--- config.mk ---
export PLATFORM = sky130hd
export DESIGN_NAME = adc_8ch_averager
export DESIGN_NICKNAME = d
export VERILOG_FILES = /design/src/rtl/adc_8ch_averager_pkg.sv /design/src/rtl/adc_avg_serializer.sv /design/src/rtl/adc_8ch_averager.sv
export SDC_FILE = /design/constraint.sdc
export NUM_CORES = 1
export LEC_CHECK = 0
export ABC_AREA = 0
export CORE_MARGIN = 1.5
export CORE_UTILIZATION = 45
export DETAILED_ROUTE_END_ITERATION = 12
export PLACE_DENSITY = 0.69
export SLEW_MARGIN = 30
export SYNTH_ARGS = -nofsm -noshare
export SYNTH_HDL_FRONTEND = slang
export SYNTH_HIERARCHICAL = 1
export SYNTH_SLANG_ARGS = --single-unit
--- constraint.sdc ---
create_clock -name clk -period 4.9 [get_ports clk]
set_input_delay 0.49 -clock clk [delete_from_list [all_inputs] [get_ports clk]]
set_output_delay 0.49 -clock clk [all_outputs]
set_load 0.01 [all_outputs]
--- src/rtl/adc_8ch_averager_pkg.sv ---
// Shared constants and state types for the 8-channel ADC averaging path.
package adc_8ch_averager_pkg;

   localparam int NUM_CH     = 8;
   localparam int CH_W       = 3;
   localparam int ADC_DATA_W = 12;

   localparam logic [CH_W-1:0] LAST_CH = CH_W'(NUM_CH - 1);

   typedef enum logic [1:0] {
      ACQ_WAIT,
      ACQ_SYNC,
      ACQ_COLLECT
   } acq_state_t;

   typedef enum logic {
      OUT_IDLE,
      OUT_SEND
   } out_state_t;

endpackage

--- src/rtl/adc_avg_serializer.sv ---
// Holds one averaged set in snapshot registers and walks it out over channels 0..7
// on a valid/ready port; flags a sticky overrun when a new set arrives while busy.
module adc_avg_serializer
   import adc_8ch_averager_pkg::*;
#(
   parameter int DATA_W = ADC_DATA_W
) (
   input  logic                           clk,
   input  logic                           rst_l,
   input  logic                           load,
   input  logic [NUM_CH-1:0][DATA_W-1:0]  avg,
   output logic                           m_valid,
   input  logic                           m_ready,
   output logic [DATA_W-1:0]              m_data,
   output logic [CH_W-1:0]                m_chan,
   output logic                           m_last,
   output logic                           overrun_o
);

   out_state_t                     state;
   logic [NUM_CH-1:0][DATA_W-1:0]  snap;
   logic                           start;
   logic                           handshake;
   logic                           idle;
   logic [CH_W-1:0]                nxt_ch;

   // A set may land in the same cycle the channel-7 word is handed off.
   always_comb begin
      handshake = m_valid & m_ready;
      idle      = (state == OUT_IDLE) | (handshake & m_last);
      nxt_ch    = m_chan + CH_W'(1);
   end

   always_ff @(posedge clk or negedge rst_l) begin
      if (!rst_l) begin
         state     <= OUT_IDLE;
         snap      <= '0;
         start     <= 1'b0;
         overrun_o <= 1'b0;
         m_valid   <= 1'b0;
         m_data    <= '0;
         m_chan    <= '0;
         m_last    <= 1'b0;
      end else begin
         start <= 1'b0;
         if (load) begin
            if (idle) begin
               snap  <= avg;
               start <= 1'b1;
            end else begin
               overrun_o <= 1'b1;
            end
         end

         unique case (state)
            OUT_IDLE: begin
               if (start) begin
                  state   <= OUT_SEND;
                  m_valid <= 1'b1;
                  m_chan  <= '0;
                  m_data  <= snap[0];
                  m_last  <= 1'b0;
               end
            end
            OUT_SEND: begin
               if (handshake) begin
                  if (m_last) begin
                     state   <= OUT_IDLE;
                     m_valid <= 1'b0;
                     m_chan  <= '0;
                     m_data  <= '0;
                     m_last  <= 1'b0;
                  end else begin
                     m_chan <= nxt_ch;
                     m_data <= snap[nxt_ch];
                     m_last <= (nxt_ch == LAST_CH);
                  end
               end
            end
            default: state <= OUT_IDLE;
         endcase
      end
   end

endmodule

--- src/rtl/adc_8ch_averager.sv ---
// Periodically syncs the serial ADC sequencer, captures its 8-sample frames and
// averages 2^AVG_LOG2 frames per channel before handing the set to the serializer.
module adc_8ch_averager
   import adc_8ch_averager_pkg::*;
#(
   parameter int DATA_W      = ADC_DATA_W,
   parameter int AVG_LOG2    = 2,
   parameter int SYNC_PERIOD = 4096,
   parameter int TIMEOUT     = 1024
) (
   input  logic              clk,
   input  logic              rst_l,
   input  logic              en,
   input  logic              rd_en_i,
   input  logic [CH_W-1:0]   channel_i,
   input  logic [DATA_W-1:0] data_i,
   output logic              sync_o,
   output logic              m_valid,
   input  logic              m_ready,
   output logic [DATA_W-1:0] m_data,
   output logic [CH_W-1:0]   m_chan,
   output logic              m_last,
   output logic              overrun_o,
   output logic              err_o
);

   localparam int ACC_W      = DATA_W + AVG_LOG2;
   localparam int P_W        = $clog2(SYNC_PERIOD);
   localparam int T_W        = $clog2(TIMEOUT + 1);
   localparam int F_W        = (AVG_LOG2 > 0) ? AVG_LOG2 : 1;
   localparam int NUM_FRAMES = 1 << AVG_LOG2;

   localparam logic [P_W-1:0] P_LAST = P_W'(SYNC_PERIOD - 1);
   localparam logic [T_W-1:0] T_LAST = T_W'(TIMEOUT - 1);
   localparam logic [F_W-1:0] F_LAST = F_W'(NUM_FRAMES - 1);

   acq_state_t                    state;
   logic [P_W-1:0]                pcnt;
   logic [T_W-1:0]                tcnt;
   logic [F_W-1:0]                fcnt;
   logic [CH_W-1:0]               exp_ch;
   logic                          set_done;

   logic                          rd_q;
   logic [CH_W-1:0]               ch_l;
   logic [DATA_W-1:0]             dat_l;
   logic                          smp_v;

   logic [NUM_CH-1:0][ACC_W-1:0]  acc;
   logic [NUM_CH-1:0][DATA_W-1:0] avg;

   logic in_collect;
   logic accept;
   logic seq_err;
   logic timeout;
   logic abort;

   always_comb begin
      in_collect = (state == ACQ_COLLECT);
      accept     = in_collect & smp_v & (ch_l == exp_ch);
      seq_err    = in_collect & smp_v & (ch_l != exp_ch);
      // A sample arriving on the expiry cycle wins over the timeout.
      timeout    = in_collect & ~smp_v & (tcnt == T_LAST);
      abort      = seq_err | timeout;
   end

   always_ff @(posedge clk or negedge rst_l) begin
      if (!rst_l) begin
         rd_q  <= 1'b0;
         ch_l  <= '0;
         dat_l <= '0;
         smp_v <= 1'b0;
      end else begin
         rd_q  <= rd_en_i;
         smp_v <= 1'b0;
         if (in_collect) begin
            if (rd_en_i && !rd_q) begin
               ch_l <= channel_i;
            end
            if (!rd_en_i && rd_q) begin
               dat_l <= data_i;
               smp_v <= 1'b1;
            end
         end
      end
   end

   always_ff @(posedge clk or negedge rst_l) begin
      if (!rst_l) begin
         state    <= ACQ_WAIT;
         pcnt     <= '0;
         tcnt     <= '0;
         fcnt     <= '0;
         exp_ch   <= '0;
         set_done <= 1'b0;
         sync_o   <= 1'b0;
         err_o    <= 1'b0;
      end else begin
         sync_o   <= 1'b0;
         err_o    <= 1'b0;
         set_done <= 1'b0;
         unique case (state)
            ACQ_WAIT: begin
               if (pcnt == P_LAST) begin
                  if (en) begin
                     state  <= ACQ_SYNC;
                     sync_o <= 1'b1;
                  end
               end else begin
                  pcnt <= pcnt + P_W'(1);
               end
            end
            ACQ_SYNC: begin
               exp_ch <= '0;
               tcnt   <= '0;
               state  <= ACQ_COLLECT;
            end
            ACQ_COLLECT: begin
               if (abort) begin
                  err_o <= 1'b1;
                  fcnt  <= '0;
                  pcnt  <= '0;
                  state <= ACQ_WAIT;
               end else if (accept) begin
                  exp_ch <= exp_ch + CH_W'(1);
                  tcnt   <= '0;
                  if (exp_ch == LAST_CH) begin
                     fcnt     <= (fcnt == F_LAST) ? '0 : fcnt + F_W'(1);
                     set_done <= (fcnt == F_LAST);
                     pcnt     <= '0;
                     state    <= ACQ_WAIT;
                  end
               end else begin
                  tcnt <= tcnt + T_W'(1);
               end
            end
            default: state <= ACQ_WAIT;
         endcase
      end
   end

   // set_done lags the final accumulate by one cycle, so acc already holds the last sample.
   always_ff @(posedge clk or negedge rst_l) begin
      if (!rst_l) begin
         acc <= '0;
      end else if (abort || set_done) begin
         acc <= '0;
      end else if (accept) begin
         acc[ch_l] <= acc[ch_l] + ACC_W'(dat_l);
      end
   end

   always_comb begin
      for (int unsigned i = 0; i < NUM_CH; i++) begin
         avg[i] = DATA_W'(acc[i] >> AVG_LOG2);
      end
   end

   adc_avg_serializer #(
      .DATA_W (DATA_W)
   ) u_serializer (
      .clk       (clk),
      .rst_l     (rst_l),
      .load      (set_done),
      .avg       (avg),
      .m_valid   (m_valid),
      .m_ready   (m_ready),
      .m_data    (m_data),
      .m_chan    (m_chan),
      .m_last    (m_last),
      .overrun_o (overrun_o)
   );

endmodule
==> results of run 1 <==
[cell usage in the layout (no fill, tap or decap), drive strengths merged, types with 27 or more instances in the layout]
cell type      instances
o21ai                 85
nor2                  49
a21oi                 27
nand3                 32
clkdlybuf4s50         38
a22o                  62
mux4                  28
mux2                 111
dfrtp                278
clkbuf                42
nand2                127
[through the flow]
| stage | cells | setup slack [ns] | utilization (%) | power [mW] | hold WS (ns) |
|---|---|---|---|---|---|
| after floorplan | 1112 | 1.018 | - | 2.640 | 0.1944 |
| after global placement | 1495 | 0.6290 | 47.90 | 2.807 | 0.4589 |
| after detailed placement | 1497 | 0.4928 | 48.09 | 2.822 | 0.4592 |
| after CTS | 1551 | 0.5080 | 51.54 | 5.107 | 0.4291 |
| after global routing | 1551 | 0.1020 | 51.54 | 5.246 | 0.4624 |
| final | 1551 | 0.4672 | 51.54 | 5.065 | 0.4430 |
[flip-flops by register name, summed over array words and instances (netlist names)]
register,cells
tcnt,11
u_serializer/m_chan,3
u_serializer/overrun_o,1
sync_o,1
pcnt,12
rd_q,1
u_serializer/snap,96
exp_ch,3
u_serializer/m_last,1
u_serializer/start,1
u_serializer/state,1
fcnt,2
err_o,1
set_done,1
ch_l,3
acc,112
u_serializer/m_valid,1
state,2
dat_l,12
u_serializer/m_data,12
smp_v,1
[routing by layer]
layer | global-route usage, % | vias to the layer above
met5 | 0 | -
met4 | 5.449 | 0
met3 | 3.052 | 67
met2 | 35.74 | 330
met1 | 32.48 | 4788
li1 | - | 4206
[power groups by stage]
stage / Clock [mW] / Sequential (mW) / Combinational [mW]
floorplan: 0 / 2.39 / 0.253
global placement: 0 / 2.41 / 0.395
detailed placement: 0 / 2.41 / 0.407
CTS: 2.33 / 2.37 / 0.409
global route: 2.43 / 2.38 / 0.441
finish: 2.29 / 2.37 / 0.402
[worst max-delay path by stage]
stage	to	slack (ns)	startpoint	cells past startpoint
floorplan	acc[110]	1.02	ch_l[2]	16
global route	acc[27]	0.10	ch_l[2]	14
finish	acc[54]	0.47	ch_l[2]	13
detailed placement	acc[49]	0.49	ch_l[2]	12
global placement	acc[7]	0.63	ch_l[2]	14
CTS	acc[49]	0.51	ch_l[2]	12
[logic make-up after synthesis]
family	Yosys count	share of synthesized area (%)
xor gates and xnor gates	23	1.611
and+or+nand+nor	270	9.183
AOI/OAI and AO/OA	275	15.17
adders and majority gates	23	2.198
DFF	278	51.78
buffers and inverters	83	3.371
muxes	160	16.68
[final cells by class]
| type | instances | area [µm²] |
|---|---|---|
| Clock buffer | 42 | 845.8 |
| Clock inverter | 11 | 162.7 |
| Fill cell | 2577 | 14290 |
| Inverter | 20 | 75.07 |
| Multi-Input combinational cell | 751 | 6053 |
| Sequential cell | 278 | 6958 |
| Tap cell | 390 | 488.0 |
| Timing Repair Buffer | 59 | 613.1 |
[repair_timing]
item / 4_1_cts / 5_1_grt
gates resized for setup: 0 / 0
hold buffers: 1 / 0
hold endpoints to repair: 79 / 0
==> summary.md, run 1 <==
| Metric | Value |
|---|---|
| Reg2reg start | ch_l[2] |
| Pwr Density | 333.3 nW/µm² |
| Global route overflow | 0 |
| R2R cell count | 13 |
| Yosys warnings | 6 |
| Max stage delay cell, worst path | dfrtp_1 |
| Post-synthesis sequential area ratio | 51.78% |
| Hold Path Origin | rd_en_i |
| Synth area leaders | dfrtp_1 (52%), mux2_2 (6.9%), a22o_1 (4.0%), nand2_1 (3.5%), mux2_4 (3.2%) |
| Lkg Pwr | 6.899 nW |
| Comb power frac | 7.9% |
| Clock Path Buffers | 3 |
| TritonCTS clock tree | yes |
| Die Area | 30900 µm² |
| Critical-path cell list | mux2_2 -> a221oi_1 -> a21oi_1 -> a221o_1 -> ha_1 -> inv_1 -> fa_1 -> nor2b_1 -> o31a_1 -> or4_4 -> a311o_1 -> xor2_1 -> o21ai_1 |
| Status | completed |
| Hold depth | 1 |
| Switching power | 1.241 mW |
| Worst EP required | 5.32 ns |
| Post-route ant nets | 0 |
| First-pass iteration count of the detailed router | 6 |
| FF-to-FF End | acc[54] |
| Share of post-route cells with drive strength above 1 | 20.16% |
| DRT iter0 DRCs | 935 |
| Drt via density | 6.055 |
| Routed WL | 33.75 mm |
| Post-synth ARST share | 100.0% |
| NumNets Final | 1183 |
| Global Route Usage Sum | 22.43% |
| Setup CP Type | reg -> reg |
| Drt wl/cell | 21.76 µm |
| Initial antenna violation count | 0 |
| Slew Viols, Final | 0 |
| Critical path buffers and inverters | 1 |
| Top Ports | 40 |
| Count leader, synth | dfrtp_1 |
| Die Y | 175.8 µm |
| Fin crit share | 90.47% |
| Max-cap violations | 0 |
| RSZ-0062 raised after global routing | no |
| Vias in the first global route | 9486 |
| CP peak stage delay | 0.83 ns |
| DR vias | 9391 |
| Int Pwr | 3.824 mW |
| Residual DRC | 0 |
| ANT cells | 0 |
| Fmax | 225.6 MHz |
| Layout area overhead | 13.11% |
| First-pass GRT wire length | 54.50 mm |
| WL met3 | 1.990 mm |
| Clock sink count | 278 |
| Worst EP arrival | 4.85 ns |
| Post-route cell area | 15200 µm² |
| Met2 Routed Length | 15.69 mm |
| Top FF cell, synth | dfrtp_1 |
| Initial Utilization | 45.57% |
| Clock transition at path regs | 0.06 ns |
| Avg Cell Area, Syn | 12.08 µm² |
| Syn nets | 1155 |
| Setup TNS | 0 ns |
| Least-Margin Pin Slew | 1.068 ns |
| Top Family by Delay on Critical Path | compound AO/OA/AOI/OAI gates |
| Number of synthesized register bits | 278 |
| Final setup vio count | 0 |
| Crit end category | register |
| Post-synth EDFFs | 0 |
| Hold Crit Class | in -> reg |
| Final Skew | 0.02604 ns |
| Routability cong. | 0.9213 |
| Largest net degree at the start of global routing | 101 |
| Setup slack, reg-to-reg | 0.47 ns |
| Most common library cells after synthesis | dfrtp_1 (278), nand2_1 (127), mux2_2 (82) |
| Post-CTS setup buffer count | 0 |
| Area leader, netlist | dfrtp_1 |
| Final hold viol count | 0 |
| Sw frac | 24.51% |
| Clock network power share | 45.2% |
| Flop pwr share | 46.9% |
| Die X | 175.8 µm |
| Worst-path fanout max | 21 |
| Post-DP HPWL | 23.45 mm |
| Post-Syn Area | 13430 µm² |
| Period minus WS final | 4.433 ns |
| Clk_lat worst skew | 0.58 ns |
| Hold EP | rd_q |
| Setup crit start kind | register |
| Met1 Routed Length | 15.32 mm |
| H-Tree Depth | 1 |
| Slew margin rel. | 28.83% |
| Placement-stage cell area | 14180 µm² |
| Distinct cells, synth | 78 |
| Yosys top cell area share | 51.78% |
| CTS buffer count | 30 |
| Clk root buf | clkbuf_16 |
| Core box area | 29480 µm² |
| VDD IR max | 265.4 µV |
| Port Buffers | 39 |
| Syn Inst Count | 1112 |
| Std-Cell Rows | 63 |
| Uppermost layer routed | met4 |
No activity file was read; power rests on OpenSTA's default activity.
==> run 2: changes to the inputs <==
--- a/config.mk
+++ b/config.mk
@@ -11,4 +11,5 @@
 export DETAILED_ROUTE_END_ITERATION = 12
 export PLACE_DENSITY = 0.69
+export REMOVE_ABC_BUFFERS = 1
 export SLEW_MARGIN = 30
 export SYNTH_ARGS = -nofsm -noshare
==> constraint.sdc (replaced) <==
create_clock -name clk -period 4.9 [get_ports clk]
set_input_delay 0.735 -clock clk [delete_from_list [all_inputs] [get_ports clk]]
set_output_delay 0.735 -clock clk [all_outputs]
set_load 0.01 [all_outputs]
==> run 2 against run 1 <==
Register-to-register slack improved by 0.05 ns. Critical path depth increased by 1. Sequential cell count unchanged. Non-clock buffer count increased by 2. Worst hold slack got worse by 0.19 ns. Power increased by 2.1%. Largest cell class unchanged. Largest power group unchanged. Highest routed layer unchanged.
==> summary.md, run 2 (same netlist as run 1, synthesis figures left out) <==
| Metric | Value |
|---|---|
| RSZ-0062 raised after global routing | no |
| Fmax | 228.4 MHz (+1.2%) |
| Layout area overhead | 13.30% |
| Clk_lat worst skew | 0.56 ns (-0.02 ns) |
| Post-layout util | 51.63% (+0.085 points) |
| Critical-path cell list | buf_4 -> nor2_1 -> a21oi_1 -> a21oi_1 -> a221o_1 -> ha_1 -> inv_1 -> fa_1 -> nor2b_1 -> o31a_1 -> or4_4 -> a311o_1 -> xor2_1 -> o21ai_1 |
| VDD IR max | 226.1 µV (-15%) |
| Max-cap violations | 0 (unchanged) |
| Residual DRC | 0 (unchanged) |
| Die X | 175.8 µm (unchanged) |
| Comb power frac | 9.5% (+1.6 points) |
| Worst EP required | 5.30 ns (-0.02 ns) |
| Clock sink count | 278 (unchanged) |
| Number of hold buffers added after CTS | 0 (-1) |
| Final worst slack | 0.5210 ns (+0.05376 ns) |
| Int Pwr | 3.893 mW (+1.8%) |
| CP peak stage delay | 0.76 ns (-0.07 ns) |
| ANT cells | 0 (unchanged) |
| Switching power | 1.279 mW (+3.0%) |
| Top Ports | 40 (unchanged) |
| H-Tree Depth | 1 (unchanged) |
| Setup CP Type | reg -> reg |
| Placement-stage cell area | 14170 µm² (about the same) |
| Sw frac | 24.73% (+0.22 points) |
| Setup TNS | 0 ns (unchanged) |
| Die Y | 175.8 µm (unchanged) |
| Initial Utilization | 45.57% (unchanged) |
| Final hold viol count | 0 (unchanged) |
| Worst-path fanout max | 15 (-29%) |
| Vias in the first global route | 9418 (-0.72%) |
| Slew Viols, Final | 0 (unchanged) |
| NumNets Final | 1184 (+0.085%) |
| Drt wl/cell | 21.87 µm (+0.50%) |
| Most common cell after layout, fill and taps aside | dfrtp_1 |
| Clock transition at path regs | 0.06 ns (about the same) |
| Die Area | 30900 µm² (unchanged) |
| Clock network power share | 45.3% (about the same) |
| Post-route ant nets | 0 (unchanged) |
| Top reg by flops | acc |
| Period minus WS final | 4.379 ns (-0.05375 ns) |
| Routed WL | 33.99 mm (+0.69%) |
| Clock Path Buffers | 3 (unchanged) |
| Global Route Usage Sum | 22.52% (+0.092 points) |
| TritonCTS clock tree | yes |
| DR vias | 9424 (+0.35%) |
| DRT iter0 DRCs | 872 (-6.7%) |
| Top Family by Delay on Critical Path | compound AO/OA/AOI/OAI gates |
| Std-Cell Rows | 63 (unchanged) |
| Drt via density | 6.064 (+0.16%) |
| Routability cong. | 0.9160 (-0.58%) |
| Top Registers | acc x112, u_serializer/snap x96 |
| First-pass iteration count of the detailed router | 5 (-1) |
| Flip-flop count of the largest register after layout | 112 (unchanged) |
| Largest net degree at the start of global routing | 114 (+13%) |
| Post-DP HPWL | 22.94 mm (-2.2%) |
| CTS buffer count | 29 (-3.3%) |
| Cell mode on critical path | a21oi_1 |
| Share of post-route cells with drive strength above 1 | 20.88% (+0.72 points) |
| Post-route cell area | 15220 µm² (+0.16%) |
| Core box area | 29480 µm² (unchanged) |
| Worst slack, placed | 0.6553 ns (+0.1626 ns) |
| Worst EP arrival | 4.78 ns (-0.07 ns) |
| Slew margin rel. | 32.91% (+4.1 points) |
| Total power | 5.172 mW (+2.1%) |
| Commonest non-fill, non-tap cells in the layout | dfrtp_1 (277), nand2_1 (127), mux2_2 (82) |
| Status | completed |
| Setup crit start kind | register |
| Initial antenna violation count | 0 (unchanged) |
| Final setup vio count | 0 (unchanged) |
| Crit end category | register |
| First-pass GRT wire length | 54.23 mm (-0.49%) |
| Least-Margin Pin Slew | 1.006 ns (-0.06121 ns) |
| Final Skew | 0.01514 ns (-0.01090 ns) |
| Post-CTS setup buffer count | 0 (unchanged) |
| Max stage delay cell, worst path | dfrtp_1 |
| Pwr Density | 339.8 nW/µm² (+1.9%) |
| Global route overflow | 0 (unchanged) |
| Critical path buffers and inverters | 2 (+1) |
| Post-CTS sizing | 0 (unchanged) |
| Flop pwr share | 45.3% (-1.6 points) |
| Lkg Pwr | 6.913 nW (+0.19%) |
| Hold Crit Class | in -> async |
| Fin crit share | 89.37% (-1.1 points) |
| Clk root buf | clkbuf_16 |
| Port Buffers | 39 (unchanged) |
==> run 2: cell types whose count changed in the layout (fill, tap and decap cells not counted), moves of 2 or more <==
cell and change:
buf_16 -2, a21oi_4 +4, clkbuf_1 -5, clkbuf_8 +3, buf_4 +5, clkinvlp_4 +2, a21oi_2 -5, clkinv_2 +2
==> run 2: area by class of cell <==
class	count	area, µm²
Clock buffer	39	843.3
Clock inverter	15	187.7
Fill cell	2590	14260
Inverter	20	75.07
Multi-Input combinational cell	751	6088
Sequential cell	278	6958
Tap cell	390	488.0
Timing Repair Buffer	61	580.6
==> run 2: power by group through the flow <==
stage,Clock (mW),Combinational [mW],Sequential [mW]
2_1_floorplan,0,0.191,2.42
3_3_place_gp,0,0.469,2.38
3_5_place_dp,0,0.477,2.38
4_1_cts,2.37,0.479,2.34
5_1_grt,2.46,0.533,2.34
6_report,2.34,0.490,2.34
==> run 2: path summary, 6_finish.rpt <==
path / endpoint / depth (start not counted) / slack (ns) / startpoint
hold reg to reg: u_serializer/overrun_o / 1 / 0.47 / u_serializer/overrun_o
max in group asynchronous: acc[40] / 2 / 3.38 / rst_l
setup / recovery: acc[26] / 14 / 0.52 / ch_l[2]
min in group clk: u_serializer/overrun_o / 1 / 0.47 / u_serializer/overrun_o
setup reg to reg: acc[26] / 14 / 0.52 / ch_l[2]
hold / removal: u_serializer/m_data[3] / 1 / 0.25 / rst_l
==> run 2: metrics by stage <==
stage	hold WS, ns	cells
after global placement	0.4593	1499
final	0.2523	1554
after floorplan	0.4394	1049
after global routing	0.3238	1554
after detailed placement	0.4654	1499
after CTS	0.2863	1553
==> run 2: metal layers <==
metal	GRT usage (%)	up-vias	part of all wire (%)
li1	-	4220	-
met1	32.19	4736	45
met2	34.72	387	45
met3	4.589	81	7.8
met4	6.588	0	2.5
met5	0	-	0
==> run 3: changes to the inputs <==
Settings changed: GPL_TIMING_DRIVEN from default to 0.
==> run 3 against run 2 <==
Via count increased by 1.1%. Register-to-register slack got worse by 0.27 ns. Maximum frequency decreased by 5.9%. Setup slack got worse by 0.27 ns. Non-clock buffer count decreased by 3. Cell area increased by 1.1%. Clock power increased by 6%. Die area unchanged. Critical path type unchanged. Largest cell class unchanged.
==> summary.md, run 3 (same netlist as run 1, synthesis figures left out) <==
| Metric | Value |
|---|---|
| ANT cells | 0 (unchanged) |
| Die X | 175.8 µm (unchanged) |
| Die Area | 30900 µm² (unchanged) |
| Max-cap violations | 0 (unchanged) |
| Clock sink count | 278 (unchanged) |
| Port Buffers | 39 (unchanged) |
| First-pass GRT wire length | 54.83 mm (+1.1%) |
| Worst hold slack | 0.07769 ns (-0.1747 ns) |
| Global route overflow | 0 (unchanged) |
| Fillcell total | 2528 (-2.4%) |
| Drt via density | 6.148 (+1.4%) |
| Fin crit share | 94.94% (+5.6 points) |
| Setup CP Type | reg -> reg |
| DR vias | 9529 (+1.1%) |
| Initial Utilization | 45.57% (unchanged) |
| VDD IR max | 254.8 µV (+13%) |
| Placed Cells | 1493 (-0.40%) |
| CTS buffer count | 29 (unchanged) |
| Post-route cell area | 15390 µm² (+1.1%) |
| Final hold viol count | 0 (unchanged) |
| Global Route Usage Sum | 22.77% (+0.25 points) |
| Fin cells | 1550 (-0.26%) |
| Crit end category | register |
| Flip-flop count of the largest register after layout | 112 (unchanged) |
| Slew margin rel. | 29.82% (-3.1 points) |
| Placement-stage cell area | 14270 µm² (+0.73%) |
| Top Ports | 40 (unchanged) |
| Lkg Pwr | 6.942 nW (+0.43%) |
| TritonCTS clock tree | yes |
| Final setup vio count | 0 (unchanged) |
| Final Skew | 0.03123 ns (+0.01609 ns) |
| Routed WL | 34.36 mm (+1.1%) |
| Initial antenna violation count | 0 (unchanged) |
| Least-Margin Pin Slew | 1.040 ns (+0.03315 ns) |
| Share of post-route cells with drive strength above 1 | 21.21% (+0.33 points) |
| Slew Viols, Final | 0 (unchanged) |
| FF-to-FF End | acc[26] |
| Setup slack, reg-to-reg | 0.25 ns (-0.27 ns) |
| Die Y | 175.8 µm (unchanged) |
| RSZ-0062 raised after global routing | no |
| NumNets Final | 1181 (-0.25%) |
| Clock transition at path regs | 0.06 ns (about the same) |
| Number of hold buffers added after CTS | 0 (unchanged) |
| Period minus WS final | 4.652 ns (+0.2732 ns) |
| Std-Cell Rows | 63 (unchanged) |
| Layout area overhead | 14.57% |
| Largest net degree at the start of global routing | 85 (-25%) |
| Post-DP HPWL | 22.79 mm (-0.65%) |
| Worst EP required | 5.33 ns (+0.03 ns) |
| DRT iter0 DRCs | 928 (+6.4%) |
| Most common cell after layout, fill and taps aside | dfrtp_1 |
| H-Tree Depth | 1 (unchanged) |
| Status | completed |
| Clk root buf | clkbuf_16 |
| Worst EP arrival | 5.09 ns (+0.31 ns) |
| Commonest non-fill, non-tap cells in the layout | dfrtp_1 (272), nand2_1 (127), mux2_2 (82) |
| Vias in the first global route | 9485 (+0.71%) |
| R2R cell count | 11 (-3) |
| Post-route ant nets | 0 (unchanged) |
| Clk_lat worst skew | 0.58 ns (+0.02 ns) |
| Pwr Density | 344.4 nW/µm² (+1.3%) |
| First-pass iteration count of the detailed router | 7 (+2) |
| Core box area | 29480 µm² (unchanged) |
| Drt wl/cell | 22.17 µm (+1.4%) |
| Routability cong. | 0.8484 (-7.4%) |
| Top Registers | acc x112, u_serializer/snap x96 |
| Clock Path Buffers | 3 (unchanged) |
| Top reg by flops | acc |
| Setup crit start kind | register |
| Fmax | 215.0 MHz (-5.9%) |
| Residual DRC | 0 (unchanged) |
| Reg2reg start | ch_l[1] |
| Worst-path fanout max | 35 (+20) |
| Hold Crit Class | in -> async |
[run 3: cell types whose count changed in the layout (fill, tap and decap cells not counted), moves of 3 or more]
cell	previous run	this run
dfrtp_2	1	5
clkbuf_1	2	5
buf_6	0	7
a21oi_2	3	6
buf_4	20	4
bufinv_16	4	7
clkbuf_8	8	4
buf_16	0	4
dfrtp_1	277	272
[run 3: report_power, final]
group	switching [mW]	internal, mW	total, mW
clock	0.955	1.52	2.47
combinational	0.287	0.153	0.440
sequential	0.0691	2.32	2.39
total	1.31	3.99	5.30
[run 3: layout make-up]
class / count / area [µm²] / share of cell area, %
repair buffers: 58 / 689.4 / 4.479
multi-input cells: 751 / 6100 / 39.63
clock buffers: 38 / 799.5 / 5.195
clock inverters: 15 / 269.0 / 1.748
flip-flops and latches: 278 / 6967 / 45.26
inverters: 20 / 78.83 / 0.5122
well taps: 390 / 488.0 / 3.170
[run 3: what timing repair did]
action / 4_1_cts / 5_1_grt
setup endpoints to repair: 22 / 29
buffers inserted: 0 / 4
resized for setup: 2 / 2
[run 3: layer usage]
metal | GRT usage (%) | vias up | wire [µm]
met3 | 3.268 | 106 | 2107
met5 | 0 | - | 0
met2 | 35.41 | 366 | 15580
met1 | 32.60 | 4851 | 15490
met4 | 8.048 | 0 | 1190
li1 | - | 4206 | -
[run 3: critical path: stages (launching register included)]
cell,delay [ns]
dfrtp_2,0.91
nor2b_1,0.41
and2_1,0.52
a221oi_1,0.16
o21ai_0,0.23
ha_1,0.36
o21a_1,0.21
o31a_1,0.15
or4_4,0.46
a311o_1,0.38
xor2_1,0.52
o21ai_1,0.17
[run 3: worst max path at each step]
| stage | startpoint | to | slack (ns) | cells after the start |
|---|---|---|---|---|
| 2_1_floorplan | m_ready | u_serializer/snap[0] | 0.75 | 4 |
| 3_5_place_dp | ch_l[0] | acc[40] | -0.24 | 11 |
| 5_1_grt | ch_l[1] | acc[26] | 0.06 | 11 |
| 3_3_place_gp | rst_l | pcnt[4] | -8.81 | 1 |
| 4_1_cts | ch_l[0] | acc[21] | 0.18 | 13 |
| 6_report | ch_l[1] | acc[26] | 0.25 | 11 |
[run 3: per-stage QoR]
stage,utilization [%],TNS (ns),power (mW),setup slack [ns]
after floorplan,-,0,2.606,0.7529
after global placement,47.27,-2555.78,2.831,-8.812
after detailed placement,48.41,-3.362,2.871,-0.2432
after CTS,52.06,0,5.326,0.1759
after global routing,52.21,0,5.446,0.05738
final,52.21,0,5.300,0.2478
